## src/rtl/button_pkg.sv

```systemverilog
// Shared definitions for the push-button conditioner.
//
// Contents:
//   - 2-bit FSM state encodings for the debounce state machine
//   - Default debounce length (stable synchronized samples)
//   - level_for_state(): debounced level implied by a state
package button_pkg;

  // Debounce FSM state encodings
  localparam logic [1:0] StReleased    = 2'd0;
  localparam logic [1:0] StPressWait   = 2'd1;
  localparam logic [1:0] StPressed     = 2'd2;
  localparam logic [1:0] StReleaseWait = 2'd3;

  // Default number of consecutive stable synchronized samples to accept a change
  localparam int unsigned DefaultDebounceCycles = 4;

  // The button counts as down while pressed or while a release is still being
  // qualified, so a bouncing release never glitches the debounced level.
  function automatic logic level_for_state(input logic [1:0] state);
    return (state == StPressed) || (state == StReleaseWait);
  endfunction

endpackage

```

## src/rtl/sync2.sv

```systemverilog
// Two-flop synchronizer for a single asynchronous level.
//
// Ports:
//   clk - sampling clock
//   rst - synchronous, active-high reset; clears both flops
//   d   - asynchronous input level
//   q   - synchronized level (second flop)
module sync2 (
  input  logic clk,
  input  logic rst,
  input  logic d,
  output logic q
);

  logic meta_q;
  logic sync_q;

  always_ff @(posedge clk) begin
    if (rst) begin
      meta_q <= 1'b0;
      sync_q <= 1'b0;
    end else begin
      meta_q <= d;
      sync_q <= meta_q;
    end
  end

  assign q = sync_q;

endmodule

```

## src/rtl/button_conditioner.sv

```systemverilog
// Push-button conditioner: synchronizes a bouncing button, debounces it with a
// four-state FSM and produces a one-cycle press pulse plus a press counter.
//
// Parameters:
//   DEBOUNCE_CYCLES - consecutive stable synchronized samples to accept a change
//                     (1..65535)
//   CNT_W           - debounce counter width, at least clog2(DEBOUNCE_CYCLES)
//
// Ports:
//   clk         - single clock, all state on the rising edge
//   rst         - synchronous, active-high reset
//   btn_raw     - asynchronous, bouncing button level (1 = pressed)
//   b           - registered one-cycle pulse per accepted press
//   btn_level   - registered debounced button level
//   press_count - accepted presses, modulo 256
module button_conditioner
  import button_pkg::*;
#(
  parameter int unsigned DEBOUNCE_CYCLES = DefaultDebounceCycles,
  parameter int unsigned CNT_W           = 16
) (
  input  logic       clk,
  input  logic       rst,
  input  logic       btn_raw,
  output logic       b,
  output logic       btn_level,
  output logic [7:0] press_count
);

  localparam logic [CNT_W-1:0] CntLast = CNT_W'(DEBOUNCE_CYCLES - 1);

  logic             btn_s;
  logic [1:0]       state_q, state_d;
  logic [CNT_W-1:0] cnt_q, cnt_d;
  logic             b_q, b_d;
  logic             level_q, level_d;
  logic [7:0]       count_q, count_d;
  logic             accept;

  sync2 u_sync2 (
    .clk (clk),
    .rst (rst),
    .d   (btn_raw),
    .q   (btn_s)
  );

  // Debounce FSM; cnt only advances while a change is being qualified and
  // stops at CntLast because reaching it always leaves the wait state.
  always_comb begin
    state_d = state_q;
    cnt_d   = cnt_q;
    accept  = 1'b0;
    case (state_q)
      StReleased: begin
        if (btn_s) begin
          state_d = StPressWait;
          cnt_d   = '0;
        end
      end
      StPressWait: begin
        if (!btn_s) begin
          state_d = StReleased;
        end else if (cnt_q == CntLast) begin
          state_d = StPressed;
          accept  = 1'b1;
        end else begin
          cnt_d = cnt_q + CNT_W'(1);
        end
      end
      StPressed: begin
        if (!btn_s) begin
          state_d = StReleaseWait;
          cnt_d   = '0;
        end
      end
      StReleaseWait: begin
        // A bounce back to 1 resumes PRESSED without a new pulse.
        if (btn_s) begin
          state_d = StPressed;
        end else if (cnt_q == CntLast) begin
          state_d = StReleased;
        end else begin
          cnt_d = cnt_q + CNT_W'(1);
        end
      end
      default: begin
        state_d = StReleased;
        cnt_d   = '0;
      end
    endcase
  end

  // Outputs are registered from the next state so they line up with the
  // edge that completes the PRESS_WAIT->PRESSED transition.
  always_comb begin
    b_d     = accept;
    level_d = level_for_state(state_d);
    count_d = count_q + {7'd0, accept};
  end

  always_ff @(posedge clk) begin
    if (rst) begin
      state_q <= StReleased;
      cnt_q   <= '0;
      b_q     <= 1'b0;
      level_q <= 1'b0;
      count_q <= 8'd0;
    end else begin
      state_q <= state_d;
      cnt_q   <= cnt_d;
      b_q     <= b_d;
      level_q <= level_d;
      count_q <= count_d;
    end
  end

  assign b           = b_q;
  assign btn_level   = level_q;
  assign press_count = count_q;

endmodule

```

## config.mk

```make
export PLATFORM = sky130hd
export DESIGN_NAME = button_conditioner
export DESIGN_NICKNAME = d
export VERILOG_FILES = /design/src/rtl/button_pkg.sv /design/src/rtl/sync2.sv /design/src/rtl/button_conditioner.sv
export SDC_FILE = /design/constraint.sdc
export NUM_CORES = 1
export LEC_CHECK = 0
export BUFFER_PORTS_ARGS = -buffer_cell sky130_fd_sc_hd__buf_2
export CORE_MARGIN = 2
export CORE_UTILIZATION = 56
export DETAILED_ROUTE_END_ITERATION = 10
export GPL_TIMING_DRIVEN = 1
export HOLD_SLACK_MARGIN = 0.08
export PLACE_DENSITY = 0.75
export SKIP_LAST_GASP = 1
export SLEW_MARGIN = 20
export SYNTH_ARGS = -nofsm -noshare
export SYNTH_HDL_FRONTEND = slang
export SYNTH_SLANG_ARGS = --single-unit
```

## constraint.sdc

```tcl
create_clock -name clk -period 2.3 [get_ports clk]
set_input_delay 0.115 -clock clk [delete_from_list [all_inputs] [get_ports clk]]
set_output_delay 0.115 -clock clk [all_outputs]
set_load 0.02 [all_outputs]
```

* After elaboration in Yosys (flattened, before gate mapping) *
Index checks and enable logic that the tools add are counted.

operators by class
  equal/unequal tests = 10
  multiplexer cells = 16
  reductions and logical operators = 3
  $add $sub $neg = 2

operators with widths
  cell                                                               count
  16-bit two-way mux                                                 5
  16-bit case mux with 4 select lines                                1
  16-bit by 1-bit adder with 16-bit output (second input constant)   1
  16-bit by 2-bit == test with 1-bit output (second input constant)  1
  2-bit two-way mux                                                  6
  8-bit by 1-bit adder with 8-bit output                             1
  2-bit == test (second input constant)                              4
  2-bit case mux with 4 select lines                                 1
  2-bit by 1-bit != test with 1-bit output (second input constant)   2
  2-bit != test (second input constant)                              2
  4-bit AND reduction                                                1
  1-bit two-way mux                                                  3
  2-bit by 1-bit == test with 1-bit output (second input constant)   1
  2-bit zero test                                                    1
  1-bit logical OR                                                   1

word-level totals
  register bits after elaboration = 30

* Depth between registers and ports, before layout *
Gate-level depths: netlist (run 1).

  word-level depth = 6
  depth in mapped cells = 9
  gate-level depth less buffers = 9

* Modules after synthesis *
From an unflattened synthesis (run 1), not the netlist that was laid out.

second synthesis, totals
  cell total of the unflattened synthesis = 136
  area, all modules = 1295.0 um^2

modules (own cells, without submodules)
  module              area an instance (um^2)  seq. area each (um^2)  cells each  instances
  button_conditioner  1242.4                   540.5                  132         1
  sync2               52.6                     40.0                   4           1

* Least setup slack after synthesis (run 1) *
Ideal clock, no wire load.

  path kind = reg2reg
  from = register cnt_q[0]
  to = register count_q[5], in the netlist press_count[5]
  cell stages (with the launch flop) = 10
  path buffers = 0
  path slack = 0.237 ns
  setup time = 0.128 ns
  clock period less this slack = 2.063 ns
  data arrival time = 1.936 ns
  data required time = 2.172 ns
  cell sequence = dfxtp_1 ha_1 nor4b_1 nand4_1 nor3b_1 ha_1 and3_1 nand3_1 xor2_1 nor2_1

on the way
  cells in the longest elaborated chain, start to end = 5

ends and longest elaborated chain
  item                                       line                       RTL
  start, declared                            button_conditioner.sv:34   logic [CNT_W-1:0] cnt_q, cnt_d;
  start signal, assigned                     button_conditioner.sv:110  cnt_q <= cnt_d;
  16-bit by 2-bit == test with 1-bit output  button_conditioner.sv:63   end else if (cnt_q == CntLast) begin
  1-bit two-way mux                          button_conditioner.sv:63
  1-bit two-way mux                          button_conditioner.sv:61   if (!btn_s) begin
  1-bit two-way mux                          button_conditioner.sv:53   case (state_q)
  named net accept                           button_conditioner.sv:38   logic accept;
  8-bit by 1-bit adder with 8-bit output     button_conditioner.sv:98   count_d = count_q + {7'd0, accept};
  end signal, assigned                       button_conditioner.sv:113  count_q <= count_d;
  end, declared                              button_conditioner.sv:37   logic [7:0] count_q, count_d;

The timed path passes the listed nets, and every way through them passes these cells.
A chain may end at the register's enable or synchronous reset.

* Final worst setup path (run 1) *
  from = register cnt_q[0]
  to = register count_q[7], in the netlist press_count[7]

Same word-level chain as after synthesis.

==> metrics, run 1 <==
outcome=finished clean; post-CTS setup buffers=0; Final Util=0.664; Final HPWL DP=1.77 mm; combinational power share=0.026; Register Area=581 µm²; Detailed Routing Iterations Pass 1=4; Final period util=0.899; Final min period=roughly 2.1 ns; Critical Path End Type=flop; DR vias=1026; Core Area=0.00219 mm²; Iter 0 DRT Violations=11; largest net degree at the start of global routing=18; clock sinks=29; I/O Buffers=12; most common cell after layout, fill and taps aside=dfxtp_1; WP data arrival=2.28 ns; Final #Nets=162; drc violations=0; Critical Path RT=2.52 ns; Switching Share=0.212; Leak=0.577 nW; H-tree levels=2; Post-Synthesis Cells=135; hold_ws=0.132 ns; peak supply drop=approximately 0.46 mV; critical path startpoint=cnt_q[0]; post-route ant nets=0; routability congestion estimate=0.787; Synth Net Count=141; vias in the first global route=973; number of buffers created by CTS=5; Synth cell types=32; power per cell area=572 mW/mm²; Synth warnings=0; Post-DP Area=0.00138 mm²; routed vias/inst=5.58; DP Cell Count=176; Avg Cell Area, Syn=9.44 µm²; crit path max fanout=5; synthesized area=0.00127 mm²; Setup TNS=0 ns; Die X=51.7 µm; commonest cells after routing, fill and taps aside=dfxtp_1, nor2_1, buf_2; CTS tree=yes; root buffer cell=clkbuf_4; IO Count=13; initial antenna violation count=0; Min-Delay Path Class=input pin to flop; Worst Tran Pin Value=0.562 ns; hold_sp=rst; slew margin rel.=0.620; area occupied by multi-input gates=676 µm²; max-slew violations=0; Initial Util=0.582; first-pass GRT wire length=about 4.2 mm; RSZ-0062 raised after global routing=no; Worst setup SP type=flop; die area=about 0.0027 mm²; chip height=51.7 µm; Max-cap violations=0; fin cells=184; Filler Cell Count=approximately 180; Setup-failing EPs final=0; total track usage=0.225; pre-CTS WS=0.0851 ns; clk buf depth=2; cell-internal power=roughly 650 µW; share of cells above drive strength 1=0.212; Sw Pwr=177 µW; final wirelength=2.41 mm; setup ws final=0.233 ns; skew final=0.00648 ns; routed len/inst=13.1 µm; GR Overflow Total=0; Reg power frac=0.608; area growth from synthesis to final layout=14.0%; Worst R2R Start=cnt_q[0]; Total Power=832 µW; n_diodes=0; design area=around 0.0015 mm²; register bit total from synthesis=29; Seq/Total Area, Yosys=0.455; kind of critical path=flop to flop; Clk pin slew, worst setup/hold paths=about 0.09 ns; # rows=17; endpoints failing hold=0; fmax=484 MHz; clock group share of total power=0.366; Clock Latency Late Sink=approximately 0.32 ns
[cells in the mapped netlist, drive strengths merged]
master | instances | area (µm²)
a211o | 1 | 8.76
mux2i | 2 | 20.0
dfxtp | 29 | 581
nor4 | 2 | 12.5
nor3b | 1 | 7.51
and4 | 4 | 38.8
nand2b | 1 | 6.26
buf | 1 | 11.3
inv | 4 | 15.0
xor2 | 9 | 86.3
clkbuf | 1 | 3.75
or4 | 1 | 7.51
a21oi | 9 | 45.0
nor4b | 2 | 17.5
o31ai | 1 | 7.51
and3 | 2 | 12.5
o21ai | 6 | 30.0
and2 | 1 | 6.26
nor2b | 6 | 37.5
nand3 | 9 | 45.0
a21o | 1 | 8.76
nand2 | 4 | 15.0
nand4 | 7 | 58.8
ha | 3 | 37.5
xnor2 | 5 | 43.8
or3 | 6 | 42.5
nor2 | 16 | 60.1
a41oi | 1 | 8.76
[registers in the layout, indices dropped and copies added (netlist names)]
name,flops
press_count,8
btn_level,1
u_sync2.meta_q,1
b,1
state_q,1
cnt_q,16
u_sync2.q,1
[logic make-up (layout without fill, tap and decap cells)]
| family | after synthesis | count (layout) | share of synthesized area |
|---|---|---|---|
| mux | 2 | 2 | 0.0157 |
| buf+inv | 6 | 27 | 0.0235 |
| xor+xnor | 14 | 14 | 0.102 |
| fa+ha+maj | 3 | 3 | 0.0294 |
| simple gates | 62 | 62 | 0.289 |
| flops | 29 | 29 | 0.455 |
| compound gates | 19 | 19 | 0.0854 |
[per-layer routing]
layer / GRT usage / vias to the layer above / share of wire
li1: - / 524 / -
met1: 0.272 / 473 / 0.45
met4: 0.132 / 0 / 0.032
met5: 0 / - / 0
met3: 0.0862 / 8 / 0.043
met2: 0.338 / 21 / 0.47
[cell type report]
| type | count | area share |
|---|---|---|
| multi-input combinational | 100 | 0.465 |
| sequential | 29 | 0.399 |
| timing repair buffer | 16 | 0.0637 |
| clock buffer | 7 | 0.0379 |
| tap | 28 | 0.0241 |
| inverter | 4 | 0.0103 |
[repair_timing]
action | in CTS | in global routing
hold buffers | 1 | 0
endpoints found under the setup margin | 0 | 6
hold endpoints to repair | 1 | 0
gates resized for setup | 0 | 2
[power groups by stage]
stage,combinational [mW],sequential (mW),clock [mW]
after floorplan,0.0163,0.517,0
after global placement,0.0200,0.518,0
after detailed placement,0.0201,0.518,0
after CTS,0.0215,0.506,0.313
after global routing,0.0240,0.506,0.337
final,0.0213,0.506,0.305
[worst max-delay path, cell delays in order, from the launching register on]
cell     delay [ns]
dfxtp_1        0.39
ha_1           0.18
nor4b_2        0.23
nand4_1        0.20
nor3b_2        0.23
ha_1           0.19
and3_1         0.22
nand3_1        0.12
xor2_1         0.15
nor2_1         0.05
[final timing paths]
kind                     to  slack (ns)  depth (start not counted)
max reg2reg  press_count[7]        0.23                          9
max          press_count[7]        0.23                          9
min          press_count[7]        0.13                          2
min reg2reg       u_sync2.q        0.45                          1
No activity file was read; power rests on OpenSTA's default activity.
==> inputs of run 2 (changes only) <==
--- a/config.mk
+++ b/config.mk
@@ -7,4 +7,5 @@
 export LEC_CHECK = 0
 export BUFFER_PORTS_ARGS = -buffer_cell sky130_fd_sc_hd__buf_2
+export CAP_MARGIN = 10
 export CORE_MARGIN = 2
 export CORE_UTILIZATION = 56
==> constraint.sdc (replaced) <==
create_clock -name clk -period 2.3 [get_ports clk]
set_input_delay 0.345 -clock clk [delete_from_list [all_inputs] [get_ports clk]]
set_output_delay 0.345 -clock clk [all_outputs]
set_load 0.02 [all_outputs]
==> metrics, run 2 (synthesis results as in run 1) <==
vias in the first global route=975; combinational power share=0.024; I/O Buffers=12; WP data arrival=about 2.3 ns; crit path max fanout=5; Final period util=0.895; skew final=0.00648 ns; Sw Pwr=174 µW; slowest stage delay, CP=0.39 ns; largest net degree at the start of global routing=18; Worst setup SP type=flop; Setup-failing EPs final=0; Min-Delay Path Class=input pin to flop; fmax=486 MHz; Leak=between 0.5 and 0.6 nW; crit path cell chain=ha_1 -> nor4b_2 -> nand4_1 -> nor3b_2 -> ha_1 -> and3_1 -> nand3_1 -> xor2_1 -> nor2_1; Reg power frac=0.611; CP most frequent cell=ha_1; slew margin rel.=0.623; Post-DP Area=0.00138 mm²; RSZ-0062 raised after global routing=no; Detailed Routing Iterations Pass 1=4; Final min period=~2.1 ns; DR vias=1025; outcome=finished clean; Worst Tran Pin Value=0.558 ns; routed len/inst=13.1 µm; Iter 0 DRT Violations=10; Clock Latency Late Sink=about 0.32 ns; chip height=just over 50 µm; die area=around 0.0027 mm²; GR Overflow Total=0; slowest CP cell=dfxtp_1; clock sinks=29; Clk pin slew, worst setup/hold paths=0.09 ns; H-tree levels=2; commonest cells after routing, fill and taps aside=dfxtp_1, nor2_1, buf_2; first-pass GRT wire length=4.21 mm; Setup TNS=0 ns; routed vias/inst=5.60; peak supply drop=0.460 mV; initial antenna violation count=0; Critical Path End Type=flop; CTS tree=yes; Final Util=0.659; Initial Util=0.582; kind of critical path=flop to flop; cell-internal power=about 650 µW; max-slew violations=0; Final HPWL DP=~1.8 mm; design area=roughly 0.0014 mm²; post-route ant nets=0; clock group share of total power=0.365; Switching Share=0.210; IO Count=13; number of buffers created by CTS=5; most flop-heavy register=cnt_q; final wirelength=roughly 2.4 mm; routability congestion estimate=between 0.7 and 0.8; drc violations=0; endpoints failing hold=0; share of cells above drive strength 1=0.213; power per cell area=approximately 570 mW/mm²; number of flip-flops in the largest register=16; total track usage=0.225; area growth from synthesis to final layout=13.2%; Core Area=0.00219 mm²; # rows=17; Total Power=828 µW; n_diodes=0; clk buf depth=2; Critical Path RT=roughly 2.5 ns; root buffer cell=clkbuf_4; most common cell after layout, fill and taps aside=dfxtp_1; Max-cap violations=0; CTS Hold Bufs=0; Die X=51.7 µm; Filler Cell Count=181; Final #Nets=161
run 2: routing by layer:
layer / track usage / vias up / part of all wire
met5: 0 / - / 0
met4: 0.132 / 0 / 0.032
met3: 0.0862 / 7 / 0.046
met2: 0.338 / 23 / 0.47
met1: 0.272 / 474 / 0.45
li1: - / 521 / -
run 2: final timing paths:
| path | startpoint | cells after the start | endpoint | slack (ns) |
|---|---|---|---|---|
| setup reg to reg | cnt_q[0] | 9 | press_count[7] | 0.24 |
| hold reg to reg | u_sync2.meta_q | 1 | u_sync2.q | 0.45 |
| setup / recovery | cnt_q[0] | 9 | press_count[7] | 0.24 |
| hold / removal | btn_raw | 2 | u_sync2.meta_q | 0.24 |
run 2: stage by stage:
| stage | hold WS (ns) | instances | setup slack (ns) |
|---|---|---|---|
| floorplan | 0.414 | 135 | 0.237 |
| global placement | 0.428 | 176 | 0.161 |
| detailed placement | 0.429 | 176 | 0.0851 |
| CTS | 0.229 | 183 | 0.0516 |
| global route | 0.218 | 183 | 0.0230 |
| finish | 0.242 | 183 | 0.242 |
run 2: power groups by stage:
stage	combinational [mW]	clock, mW	sequential [mW]
after global placement	0.0200	0	0.518
final	0.0200	0.302	0.506
after global routing	0.0227	0.337	0.506
after CTS	0.0203	0.313	0.506
after detailed placement	0.0201	0	0.518
after floorplan	0.0163	0	0.517
run 2: final cells by class:
type,instances,area (µm²),share of cell area
clock buffer,7,55.1,0.0381
sequential,29,581,0.402
timing repair buffer,15,82.6,0.0572
tap,28,35.0,0.0243
inverter,4,15.0,0.0104
multi-input combinational,100,676,0.468
run 2: timing repair:
action | CTS | global route
resized for setup | 0 | 2
setup endpoints to repair | 0 | 6
setup buffers | 0 | 0
run 2: critical path, delay by kind of cell (launching register included):
family	cells	cell delay, ns
and+or+nand+nor	6	1.05
DFF	1	0.39
adders and majority gates	2	0.37
xor gates and xnor gates	1	0.15
==> inputs of run 3 (changes only) <==
Settings changed: ABC_AREA set to 1, CORE_UTILIZATION 56 to 58, PLACE_DENSITY 0.75 to 0.77.
==> metrics, run 3 <==
CTS Hold Bufs=0; cell-internal power=629 µW; initial antenna violation count=0; outcome=finished clean; ys flop type=dfxtp_1; most common cell after layout, fill and taps aside=nand2_1; slowest stage delay, CP=0.38 ns; cell with the most instances after synthesis=nand2_1; peak supply drop=0.537 mV; number of synthesized flops with an enable pin=0; skew final=approximately 0.014 ns; crit path max fanout=4; DR vias=roughly 1400; crit path cell chain=ha_1 -> nand2_1 -> inv_1 -> nand2_1 -> nor2_1 -> nand3_1 -> nor2_1 -> ha_1 -> ha_1 -> nand2_1 -> inv_1 -> nand4_1 -> o21ai_0 -> a21oi_1; Post-Synthesis Cells=218; root buffer cell=clkbuf_4; Worst setup SP type=flop; Final #Nets=240; share of cells above drive strength 1=0.123; I/O Buffers=12; RSZ-0062 raised after global routing=yes; Detailed Routing Iterations Pass 1=4; Die X=54.3 µm; Critical Path End Type=flop; final wirelength=2.88 mm; GR Overflow Total=0; die area=0.00295 mm²; routed len/inst=10.9 µm; Final Util=0.662; Sw Pwr=215 µW; Synth warnings=0; chip height=about 54 µm; number of buffers created by CTS=5; FFs w/ async S/R, synth=0; Avg Cell Area, Syn=6.74 µm²; register bit total from synthesis=29; most common library cells after synthesis=nand2_1, nor2_1, dfxtp_1, inv_1, nand3_1; drc violations=0; Leak=0.679 nW; Final min period=2.03 ns; Synth area leaders=dfxtp_1, nand2_1, nor2_1, inv_1, nand3_1; vias in the first global route=approximately 1200; Min-Delay Path Class=input pin to flop; Setup TNS=0 ns; combinational power share=0.036; Synth Net Count=224; area growth from synthesis to final layout=9.45%; WP data arrival=approximately 2.3 ns; clk buf depth=2; Switching Share=0.255; Initial Util=0.604; top cell type's share of synthesized area=0.395; Final HPWL DP=roughly 2.1 mm; routability congestion estimate=~0.8; H-tree levels=2; Filler Cell Count=220; IO Count=13; clock sinks=29; largest net degree at the start of global routing=17; Iter 0 DRT Violations=20; Reg power frac=0.603; fmax=491 MHz; Synth cell types=24; power per cell area=around 520 mW/mm²; post-synth top area cell=dfxtp_1; first-pass GRT wire length=4.72 mm; CTS tree=yes; Clock Latency Late Sink=0.34 ns; Seq/Total Area, Yosys=0.395; Clk pin slew, worst setup/hold paths=~0.11 ns; slowest CP cell=dfxtp_1; Core Area=0.00243 mm²; slew margin rel.=0.685; kind of critical path=flop to flop; commonest cells after routing, fill and taps aside=nand2_1, nor2_1, inv_1, dfxtp_1; number of flip-flops in the largest register=16; synthesized area=roughly 0.0015 mm²; Final period util=0.885; most flop-heavy register=cnt_q; post-route ant nets=0; clock group share of total power=0.361; n_diodes=0; Setup-failing EPs final=0; Worst Tran Pin Value=0.472 ns; # rows=18; max-slew violations=0; routed vias/inst=roughly 5; endpoints failing hold=0; Critical Path RT=2.52 ns; Max-cap violations=0; total track usage=0.226
-- run 3: cell types whose count changed in the layout (fill, tap and decap cells not counted), sizes merged, moves of 4 or more --
| cell | previous run | this run |
|---|---|---|
| nand2 | 4 | 52 |
| nor2 | 16 | 48 |
| inv | 4 | 30 |
| xor2 | 9 | 2 |
| nor2b | 6 | 0 |
| nor3 | 0 | 6 |
| or3 | 6 | 0 |
| and4 | 4 | 0 |
| o21bai | 0 | 4 |
| xnor2 | 5 | 1 |
-- run 3: worst max-delay path, delay by kind of cell, from the launching register on --
| kind | cells | cell delay, ns |
|---|---|---|
| adder cells (fa/ha/maj) | 3 | 0.56 |
| AO/OA/AOI/OAI | 2 | 0.20 |
| flip-flops | 1 | 0.38 |
| AND/OR/NAND/NOR | 7 | 0.67 |
| buffers and inverters | 2 | 0.14 |
-- run 3: cells by family (layout without fill, tap and decap cells) --
family	Yosys count	in the layout	share of synthesized area
compound gates	24	24	0.0911
xor+xnor	3	3	0.0306
fa+ha+maj	3	3	0.0255
buf+inv	33	50	0.0894
flops	29	29	0.395
simple gates	126	126	0.369
-- run 3: timing repair --
item / in CTS / in global routing
setup buffers: 0 / 0
setup endpoints to repair: 0 / 2
resized for setup: 0 / 2
-- run 3: metrics by stage --
step           instances  instance area, µm²  hold WS [ns]  power [mW]  worst slack, ns
6_report             265                1610         0.203       0.844            0.265
5_1_grt              265                1610         0.204       0.877          -0.0143
4_1_cts              265                1600         0.193       0.853            0.206
3_5_place_dp         257                1550         0.395       0.550            0.221
3_3_place_gp         257                1550         0.390       0.549            0.309
2_1_floorplan        218                1470         0.388       0.544            0.425
-- run 3: per-layer routing --
layer,global-route usage,share of wire,up-vias
met3,0.0820,0.050,3
met2,0.408,0.51,30
met4,0.0792,0.0083,0
met5,0,0,-
met1,0.239,0.43,602
li1,-,-,715
-- run 3: final timing paths --
| check | startpoint | end | slack, ns | depth (start not counted) |
|---|---|---|---|---|
| min reg2reg | u_sync2.meta_q | u_sync2.q | 0.41 | 2 |
| max | cnt_q[0] | press_count[6] | 0.27 | 14 |
| min | btn_raw | u_sync2.meta_q | 0.20 | 3 |
| max reg2reg | cnt_q[0] | press_count[6] | 0.27 | 14 |
-- run 3: area by class of cell --
type                       count  area (µm²)  share of cell area
clock inverter                 3        17.5              0.0109
multi-input combinational    156         763               0.474
clock buffer                   5        37.5              0.0233
sequential                    29         581               0.361
timing repair buffer          12        60.1              0.0373
inverter                      30         113              0.0700
tap                           30        37.5              0.0233
-- run 3: power groups by stage --
stage,logic [mW],registers (mW),clock network (mW)
after floorplan,0.0242,0.520,0
after global placement,0.0286,0.520,0
after detailed placement,0.0299,0.520,0
after CTS,0.0301,0.509,0.314
after global routing,0.0342,0.510,0.333
final,0.0301,0.509,0.305
